==> config.mk <==
export PLATFORM = sky130hd
export DESIGN_NAME = stream_merge_rr
export DESIGN_NICKNAME = d
export VERILOG_FILES = /design/src/rtl/stream_merge_pkg.sv /design/src/rtl/stream_merge_rr_arbiter.sv /design/src/rtl/stream_merge_rr.sv
export SDC_FILE = /design/constraint.sdc
export NUM_CORES = 1
export LEC_CHECK = 0
export ABC_AREA = 1
export CAP_MARGIN = 5
export CORE_MARGIN = 1
export CORE_UTILIZATION = 38
export DETAILED_ROUTE_END_ITERATION = 6
export PLACE_DENSITY_LB_ADDON = 0.25
export RECOVER_POWER = 50
export SYNTH_ARGS = -nofsm -noshare
export SYNTH_HDL_FRONTEND = slang
export SYNTH_HIERARCHICAL = 1
export SYNTH_SLANG_ARGS = --single-unit
==> constraint.sdc <==
create_clock -name clk -period 7.85 [get_ports clk]
set_clock_uncertainty 0.2 [all_clocks]
set_input_delay 2.355 -clock clk [delete_from_list [all_inputs] [get_ports clk]]
set_output_delay 2.355 -clock clk [all_outputs]
set_load 0.02 [all_outputs]
==> src/rtl/stream_merge_pkg.sv <==
// Shared definitions for the round-robin stream merger.
//   ARB / LOCK : arbitration FSM state encodings
//   clog2      : index width for a channel count (minimum 1)
//   ch_lsb     : LSB position of a channel's slice in a flattened bus
package stream_merge_pkg;

  localparam logic [0:0] ARB  = 1'b0;
  localparam logic [0:0] LOCK = 1'b1;

  function automatic int clog2(input int n);
    int r;
    r = 0;
    for (int i = 0; i < 31; i++) begin
      if ((1 << i) < n) r = i + 1;
    end
    return (r == 0) ? 1 : r;
  endfunction

  function automatic int ch_lsb(input int ch, input int width);
    return ch * width;
  endfunction

endpackage

==> src/rtl/stream_merge_rr_arbiter.sv <==
// Combinational rotating-priority encoder.
//   req         : per-channel request vector
//   ptr         : channel holding highest priority this cycle
//   grant       : first requester found searching ptr, ptr+1, ... (mod N_CH)
//   grant_valid : at least one channel is requesting
module rr_arbiter
  import stream_merge_pkg::*;
#(
  parameter int N_CH = 4,
  parameter int CHW  = clog2(N_CH)
) (
  input  logic [N_CH-1:0] req,
  input  logic [CHW-1:0]  ptr,
  output logic [CHW-1:0]  grant,
  output logic            grant_valid
);

  // Each requester's distance from ptr in the rotated order; the smallest
  // distance wins. Iterating over constant channel indices keeps every
  // select static.
  int best_d;
  int d;

  always_comb begin
    // NOTE: every combinational output gets a default first so no path leaves it unassigned (no latch).
    grant       = '0;
    grant_valid = 1'b0;
    best_d      = N_CH;
    d           = 0;
    for (int i = 0; i < N_CH; i++) begin
      if (req[i]) begin
        d = (i + N_CH - int'(ptr)) % N_CH;
        if (d < best_d) begin
          best_d      = d;
          grant       = CHW'(i);
          grant_valid = 1'b1;
        end
      end
    end
  end

endmodule

==> src/rtl/stream_merge_rr.sv <==
// N-channel round-robin stream merger with optional packet lock and a
// sticky exception aggregator.
//   input_data/stb/last/ack : N_CH upstream stb/ack streams (flattened data)
//   output_data/stb/last    : registered merged stream, output_ack accepts
//   output_channel          : source channel of the current output word
//   exception_in/_clear     : per-channel exception flags, sticky clear
//   exception/exception_src : sticky OR and first raising channel
module stream_merge_rr
  import stream_merge_pkg::*;
#(
  parameter int N_CH        = 4,
  parameter int WIDTH       = 32,
  parameter int PACKET_MODE = 0,
  parameter int CHW         = clog2(N_CH)
) (
  input  logic                  clk,
  input  logic                  rst,
  input  logic [N_CH*WIDTH-1:0] input_data,
  input  logic [N_CH-1:0]       input_stb,
  output logic [N_CH-1:0]       input_ack,
  input  logic [N_CH-1:0]       input_last,
  output logic [WIDTH-1:0]      output_data,
  output logic                  output_stb,
  input  logic                  output_ack,
  output logic                  output_last,
  output logic [CHW-1:0]        output_channel,
  input  logic [N_CH-1:0]       exception_in,
  input  logic                  exception_clear,
  output logic                  exception,
  output logic [CHW-1:0]        exception_src
);

  logic [0:0]       state;
  logic [CHW-1:0]   ptr;
  logic [CHW-1:0]   lock_ch;
  logic [CHW-1:0]   arb_grant;
  logic             arb_valid;
  logic [CHW-1:0]   grant;
  logic [WIDTH-1:0] sel_data;
  logic             sel_stb;
  logic             sel_last;
  logic             can_load;
  logic             accept;
  logic [N_CH-1:0]  sticky;
  logic [N_CH-1:0]  sticky_base;
  logic [N_CH-1:0]  sticky_nxt;
  logic [CHW-1:0]   exc_low;

  function automatic logic [CHW-1:0] next_ch(input logic [CHW-1:0] ch);
    return (ch == CHW'(N_CH - 1)) ? '0 : ch + CHW'(1);
  endfunction

  rr_arbiter #(.N_CH(N_CH), .CHW(CHW)) u_arb (
    .req         (input_stb),
    .ptr         (ptr),
    .grant       (arb_grant),
    .grant_valid (arb_valid)
  );

  // In LOCK the grant is pinned to the packet owner even when it idles, so
  // other channels cannot slip words into the middle of a packet.
  always_comb begin
    grant    = (state == LOCK) ? lock_ch : arb_grant;
    sel_data = '0;
    sel_stb  = 1'b0;
    sel_last = 1'b0;
    for (int i = 0; i < N_CH; i++) begin
      if (grant == CHW'(i)) begin
        sel_data = input_data[ch_lsb(i, WIDTH) +: WIDTH];
        sel_stb  = input_stb[i];
        sel_last = input_last[i];
      end
    end
    can_load = !output_stb || output_ack;
    // rst gates accept so input_ack reads 0 while reset is held.
    accept = rst && can_load && sel_stb && (arb_valid || state == LOCK);
    for (int i = 0; i < N_CH; i++) begin
      input_ack[i] = accept && (grant == CHW'(i));
    end
  end

  always_ff @(posedge clk or negedge rst) begin
    // NOTE: sequential state uses non-blocking assignments so every register samples pre-edge values.
    if (!rst) begin
      state   <= ARB;
      ptr     <= '0;
      lock_ch <= '0;
    end else if (accept) begin
      if (state == ARB) begin
        ptr <= next_ch(grant);
        if (PACKET_MODE != 0 && !sel_last) begin
          state   <= LOCK;
          lock_ch <= grant;
        end
      end else if (sel_last) begin
        state <= ARB;
        ptr   <= next_ch(lock_ch);
      end
    end
  end

  always_ff @(posedge clk or negedge rst) begin
    if (!rst) begin
      output_data    <= '0;
      output_stb     <= 1'b0;
      output_last    <= 1'b0;
      output_channel <= '0;
    end else if (accept) begin
      output_data    <= sel_data;
      output_stb     <= 1'b1;
      output_last    <= sel_last;
      output_channel <= grant;
    end else if (output_ack) begin
      output_stb <= 1'b0;
    end
  end

  // Clear and new flags on the same edge: clear removes old state first,
  // then new flags re-latch, so a simultaneous event is never lost.
  always_comb begin
    sticky_base = exception_clear ? '0 : sticky;
    sticky_nxt  = sticky_base | exception_in;
    exc_low     = '0;
    for (int i = N_CH - 1; i >= 0; i--) begin
      if (exception_in[i]) exc_low = CHW'(i);
    end
  end

  always_ff @(posedge clk or negedge rst) begin
    if (!rst) begin
      sticky        <= '0;
      exception     <= 1'b0;
      exception_src <= '0;
    end else begin
      sticky    <= sticky_nxt;
      exception <= |sticky_nxt;
      if (sticky_base == '0 && exception_in != '0) begin
        exception_src <= exc_low;
      end else if (exception_clear) begin
        exception_src <= '0;
      end
    end
  end

endmodule

== Word-level counts from Yosys, hierarchy flattened ==
Index checks and enable logic that the tools add are counted.
Widths: inputs -> output; s select.
Operators by class
  $add $sub $neg: 6
  div/mod/pow operators: 0
  multipliers: 0
  reduce and logical (&&, ||, !) cells: 22
  shift operators: 0
  bitwise operators: 5
  multiplexer cells: 48
  order comparisons: 4
  equality and inequality tests: 5
Operators by type and width (count)
  $mux 32: 10
  $lt 3x32->1: 3
  $mux 2: 16
  $mux 1: 21
  $sub 3x2->4 const A: 4
  $logic_and 1x1->1: 8
  $reduce_or 2->1: 4
  $eq 2x2->1 const B: 3
  $add 2x1->2 const B: 2
  $and 1x1->1: 4
  $logic_not 4->1: 1
  $lt 3x4->1 const B: 1
  $mux 4: 1
  $or 4x4->4: 1
  $reduce_bool 2->1: 2
  $reduce_bool 4->1: 1
  $reduce_or 4->1: 1
  $eq 2x1->1 const B: 1
  $logic_not 2->1: 1
  $logic_or 1x1->1: 2
  $ne 2x1->1 const B: 1
  $reduce_and 2->1: 1
  $logic_not 1->1: 1
Word-level totals
  memories kept: 0
  bits in read-only memories: 0
  memory bits (writable): 0
  latch bits: 0
  input port bits: 144
  bits in registers: 46

== Longest topological paths before layout ==
  depth after elaboration: 24
  depth in mapped cells: 28
  depth with buffers taken out: 27

== Cells and area by module ==
The synthesis kept the hierarchy.
Modules (own cells, without submodules)
  stream_merge_rr: cells an instance 445, times used 1, area an instance 2925.3 um^2, seq. area each 1151.1 um^2
  rr_arbiter: cells an instance 38, times used 1, area an instance 212.7 um^2, seq. area each 0.0 um^2

== Least setup slack after synthesis ==
No wires, ideal clock.
  path type: input-to-output
  start point: in input_stb[0]
  end point: out input_ack[0]
  data required time: 5.295 ns
  data arrival time: 5.433 ns
  stages: 25
  slack: -0.138 ns
  cells stage by stage: and3_1 -> a211oi_1 -> inv_1 -> ha_1 -> inv_1 -> nor2_1 -> nand2_2 -> nand3_4 -> nor2_1 -> a21oi_1 -> ha_1 -> inv_1 -> nor2_4 -> nand2_1 -> nand3_2 -> nand2_1 -> inv_1 -> ha_1 -> buf_2 -> inv_1 -> nand3_2 -> nand2_1 -> nand4_2 -> buf_2 -> nor2_1
Between the ends
  longest elaborated chain between the ends: 19
RTL lines
  from (decl): line stream_merge_rr.sv:19  | input logic [N_CH-1:0] input_stb,
  $mux 32 (*): line stream_merge_rr_arbiter.sv:31  | if (req[i]) begin
  $lt 3x32->1: line stream_merge_rr_arbiter.sv:33  | if (d < best_d) begin
  $mux 32: line stream_merge_rr_arbiter.sv:33
  $mux 32: line stream_merge_rr_arbiter.sv:31
  $lt 3x32->1: line stream_merge_rr_arbiter.sv:33
  $mux 32: line stream_merge_rr_arbiter.sv:33
  $mux 32: line stream_merge_rr_arbiter.sv:31
  $lt 3x32->1: line stream_merge_rr_arbiter.sv:33
  $mux 2: line stream_merge_rr_arbiter.sv:33
  $mux 2 (*): line stream_merge_rr_arbiter.sv:31
  via arb_grant[0]: line stream_merge_rr.sv:36  | logic [CHW-1:0] arb_grant;
  $mux 2 (*): line stream_merge_rr.sv:63  | grant = (state == LOCK) ? lock_ch : arb_grant;
  $logic_not 2->1: line stream_merge_rr.sv:68, stream_merge_rr.sv:78
  $mux 1 (4 in series): line stream_merge_rr.sv:68  | if (grant == CHW'(i)) begin
  $logic_and 1x1->1 (2 in series): line stream_merge_rr.sv:76  | accept = rst && can_load && sel_stb && (arb_valid || state == LOCK);
  $logic_and 1x1->1 (*): line stream_merge_rr.sv:78  | input_ack[i] = accept && (grant == CHW'(i));
  to (decl): line stream_merge_rr.sv:20  | output logic [N_CH-1:0] input_ack,
The timed path passes the listed nets; every way through them passes the cells marked *.

== Worst setup path in the final report ==
  start point: in input_stb[1]
  end point: out input_ack[3]
Between the ends
  longest elaborated chain between the ends: 16
RTL lines (line)
  $mux 32: stream_merge_rr_arbiter.sv:31
  $lt 3x32->1: stream_merge_rr_arbiter.sv:33
  $mux 32: stream_merge_rr_arbiter.sv:33
  $mux 32: stream_merge_rr_arbiter.sv:31
  $lt 3x32->1: stream_merge_rr_arbiter.sv:33
  $mux 2: stream_merge_rr_arbiter.sv:33
  $mux 2 (*): stream_merge_rr_arbiter.sv:31
  via arb_grant[0]: stream_merge_rr.sv:36
  $mux 2 (*): stream_merge_rr.sv:63
  $logic_not 2->1: stream_merge_rr.sv:68
  $mux 1 (4 in series): stream_merge_rr.sv:68
  $logic_and 1x1->1 (2 in series): stream_merge_rr.sv:76
  $logic_and 1x1->1 (*): stream_merge_rr.sv:78
Marked as above.

==> results.toml <==
[run_status]
status = "complete, but fails checks"
violations = "capacitance limit, slew limit"

[place]
place_hpwl_microns = 8090
io_buffer_count = 186
routabilityCongestion = 0.814
postPlaceCellArea_sq_mm = 0.00523

[cts]
insertion_delay_ns = 0.29
cts_root_buf = "clkbuf_8"
cts-hold-fix-buffers = 0
clk_pin_slew_ns = 0.09
cts_buffers = 5
clk_path_buf_depth = 2
cts_max_level = 2
cts.sinks = 46
cts_tree = "yes"

[yosys]
synth_ff_type = "dfrtp_1"
yosysTopAreaCell = "dfrtp_1"
muxShareOfSynthArea = 0
synth.avg_cell_area_sq_um = 6.50
netlist_top_cells_count = "nand2_1 (227), o21ai_0 (55), dfrtp_1 (46), a21oi_1 (38), inv_1 (24)"
ys_seq_area_frac = 0.367
synth_top_area_share = 0.367
syn_area_sq_mm = 0.00314
synth_nets = 633
ys_warn_count = 10
synth_compound_area_frac = 0.189
ys_ff_latch = 46
async_flop_share = 1.00
netlist_instances = 483
synthTopCellsByArea = "dfrtp_1 (37%), nand2_1 (27%), o21ai_0 (8.8%), a21oi_1 (6.1%), o21ai_1 (3.0%)"
synth_edf_count = 0
synth_xor_area_frac = 0
synth_adder_area_share = 0.0239
yosysUniqueCellTypes = 26
synth_top_family_by_area = "simple AND/OR/NAND/NOR gates"
synth-simple-area-share = 0.342
synth_most_common_cell = "nand2_1"

[global_route]
gr-usage-all-layers = 0.246
grt_pass1_wl_microns = 16800
grt_pass1_vias = 3569
grt_max_degree = 48
grt-ovfl-total = 0
antenna_found_initial = 0

[cells_and_area]
nets = 834
design_area_sq_mm = 0.00555
drive_gt1_frac = 0.133
num_antenna_cells = 0
num-fill-cells = 646
syn_to_final_growth_pct = 76.8

[floorplan]
dieWidth_microns = 92.9
initial_core_util = 0.400
die-area_sq_mm = 0.00863
core_sq_mm = 0.00785
dieHeight_microns = 92.9
placementRows = 32
io_pins = 187

[worst_setup_path]
critPathSlowestCell = "ha_1"
cp_max_fo = 3
cp-start-kind = "input pin"
max_stage_delay_ns = 0.29
worst-setup-path-type = "in2out"
worst_path_most_repeated_cell = "nor2_4"
critPathArrivalTime_ns = 5.28
cp-startpoint = "input_stb[1]"
r2r_start = "ptr[0]"
cp-end-kind = "output port"
critPathRequiredTime_ns = 5.30

[routing]
ant_nets = 0
first_pass_iters = 5
routed_wl_microns = 10900
vias = 3831
drc = 0
dr.first_iter.drc_count = 106
via_per_inst = 4.87
wl_per_cell_microns = 13.8

[timing]
finalMaxSlewViolations = 48
worst_slew_pin_slew_ns = 2.46
hold_viol_final = 0
fin_crit_sh = 0.998
hold_ws_ns = 0.279
period_minus_slack_ns = 7.84
slew_headroom = -0.639
rsz0062_at_grt = "yes"
fmax_ghz = 0.128
finalSetupViolCount = 0

[pwr]
total_power_w = 0.00224
p_leak_nw = 2.55
p_per_area_mw_per_mm2 = 404
max-vdd-ir-drop_uv = 245

[hold_path]
hp-start = "output_data[15]"
hp-class = "reg2reg"

[flow_run]
max_cap_violations = 1
[path summary, 6_finish.rpt]
path                                   end  slack [ns]  depth (start not counted)
max                           input_ack[3]        0.01                         27
min                        output_data[15]        0.28                          2
max reg2reg                output_data[11]        3.42                         27
min reg2reg                output_data[15]        0.28                          2
max in group asynchronous   output_data[2]        3.29                          2
min in group asynchronous  output_data[22]        2.77                          2
[critical path: cells and delay by family]
family | cells | cell delay (ns)
buffers and inverters | 9 | 0.80
and+or+nand+nor | 13 | 1.07
AOI/OAI and AO/OA | 2 | 0.31
adders and majority gates | 3 | 0.73
[cells in the final DEF, fill, tap and decap left out, drive strengths merged]
cell type / synthesis / routed
a211oi: 1 / 1
a21oi: 39 / 39
and3: 1 / 1
buf: 17 / 42
bufinv: 0 / 1
clkbuf: 11 / 7
clkdlybuf4s50: 0 / 166
clkinvlp: 0 / 1
dfrtp: 46 / 46
dlygate4sd3: 0 / 13
ha: 6 / 6
inv: 26 / 26
nand2: 229 / 229
nand3: 14 / 14
nand4: 1 / 1
nor2: 16 / 16
o21ai: 74 / 74
o21bai: 1 / 1
or2: 1 / 1
[cells by family after synthesis]
kind of cell               Yosys count
and+or+nand+nor                    262
AOI/OAI and AO/OA                  115
buffers and inverters               54
DFF                                 46
adders and majority gates            6
[report_power, final]
| group | total (W) | switching (W) | internal (W) |
|---|---|---|---|
| registers | 0.000383 | 0.0000525 | 0.000330 |
| logic | 0.00169 | 0.000990 | 0.000699 |
| clock network | 0.000172 | 0.0000770 | 0.0000950 |
| total | 0.00224 | 0.00112 | 0.00112 |
[metrics by stage]
step                      TNS [ns]  utilization  worst slack, ns  cells
after floorplan                  0            -           0.0495    483
final                            0        0.707           0.0131    787
after global placement       -3.20        0.666           -0.805    773
after CTS                        0        0.697          0.00211    783
after global routing        -0.428        0.707           -0.129    787
after detailed placement     -3.95        0.666           -0.989    773
[registers in the layout, summed over array words and instances (netlist names)]
name	count
output_stb	1
state	1
ptr	2
output_last	1
exception	1
output_channel	2
exception_src	2
output_data	32
sticky	4
[what timing repair did]
item | in CTS | in global routing
gates resized for setup | 59 | 18
endpoints found under the setup margin | 4 | 4
setup buffers | 2 | 4
pin swaps | 10 | 18
[layout make-up]
cell class | instances | area (sq um) | area share
clock inverter | 2 | 37.5 | 0.00677
clock buffer | 6 | 72.6 | 0.0131
multi-input combinational | 383 | 1900 | 0.342
tap | 102 | 128 | 0.0230
timing repair buffer | 222 | 2150 | 0.388
inverter | 26 | 110 | 0.0199
sequential | 46 | 1150 | 0.208
[per-layer routing]
metal  vias to the layer above  share of wire  track usage
met5                         -              0            0
met4                         0          0.019       0.0615
met3                        18          0.085       0.0591
met2                       150           0.51        0.467
met1                      1724           0.39        0.271
li1                       1939              -            -
Power figures use the tool's default switching activity.
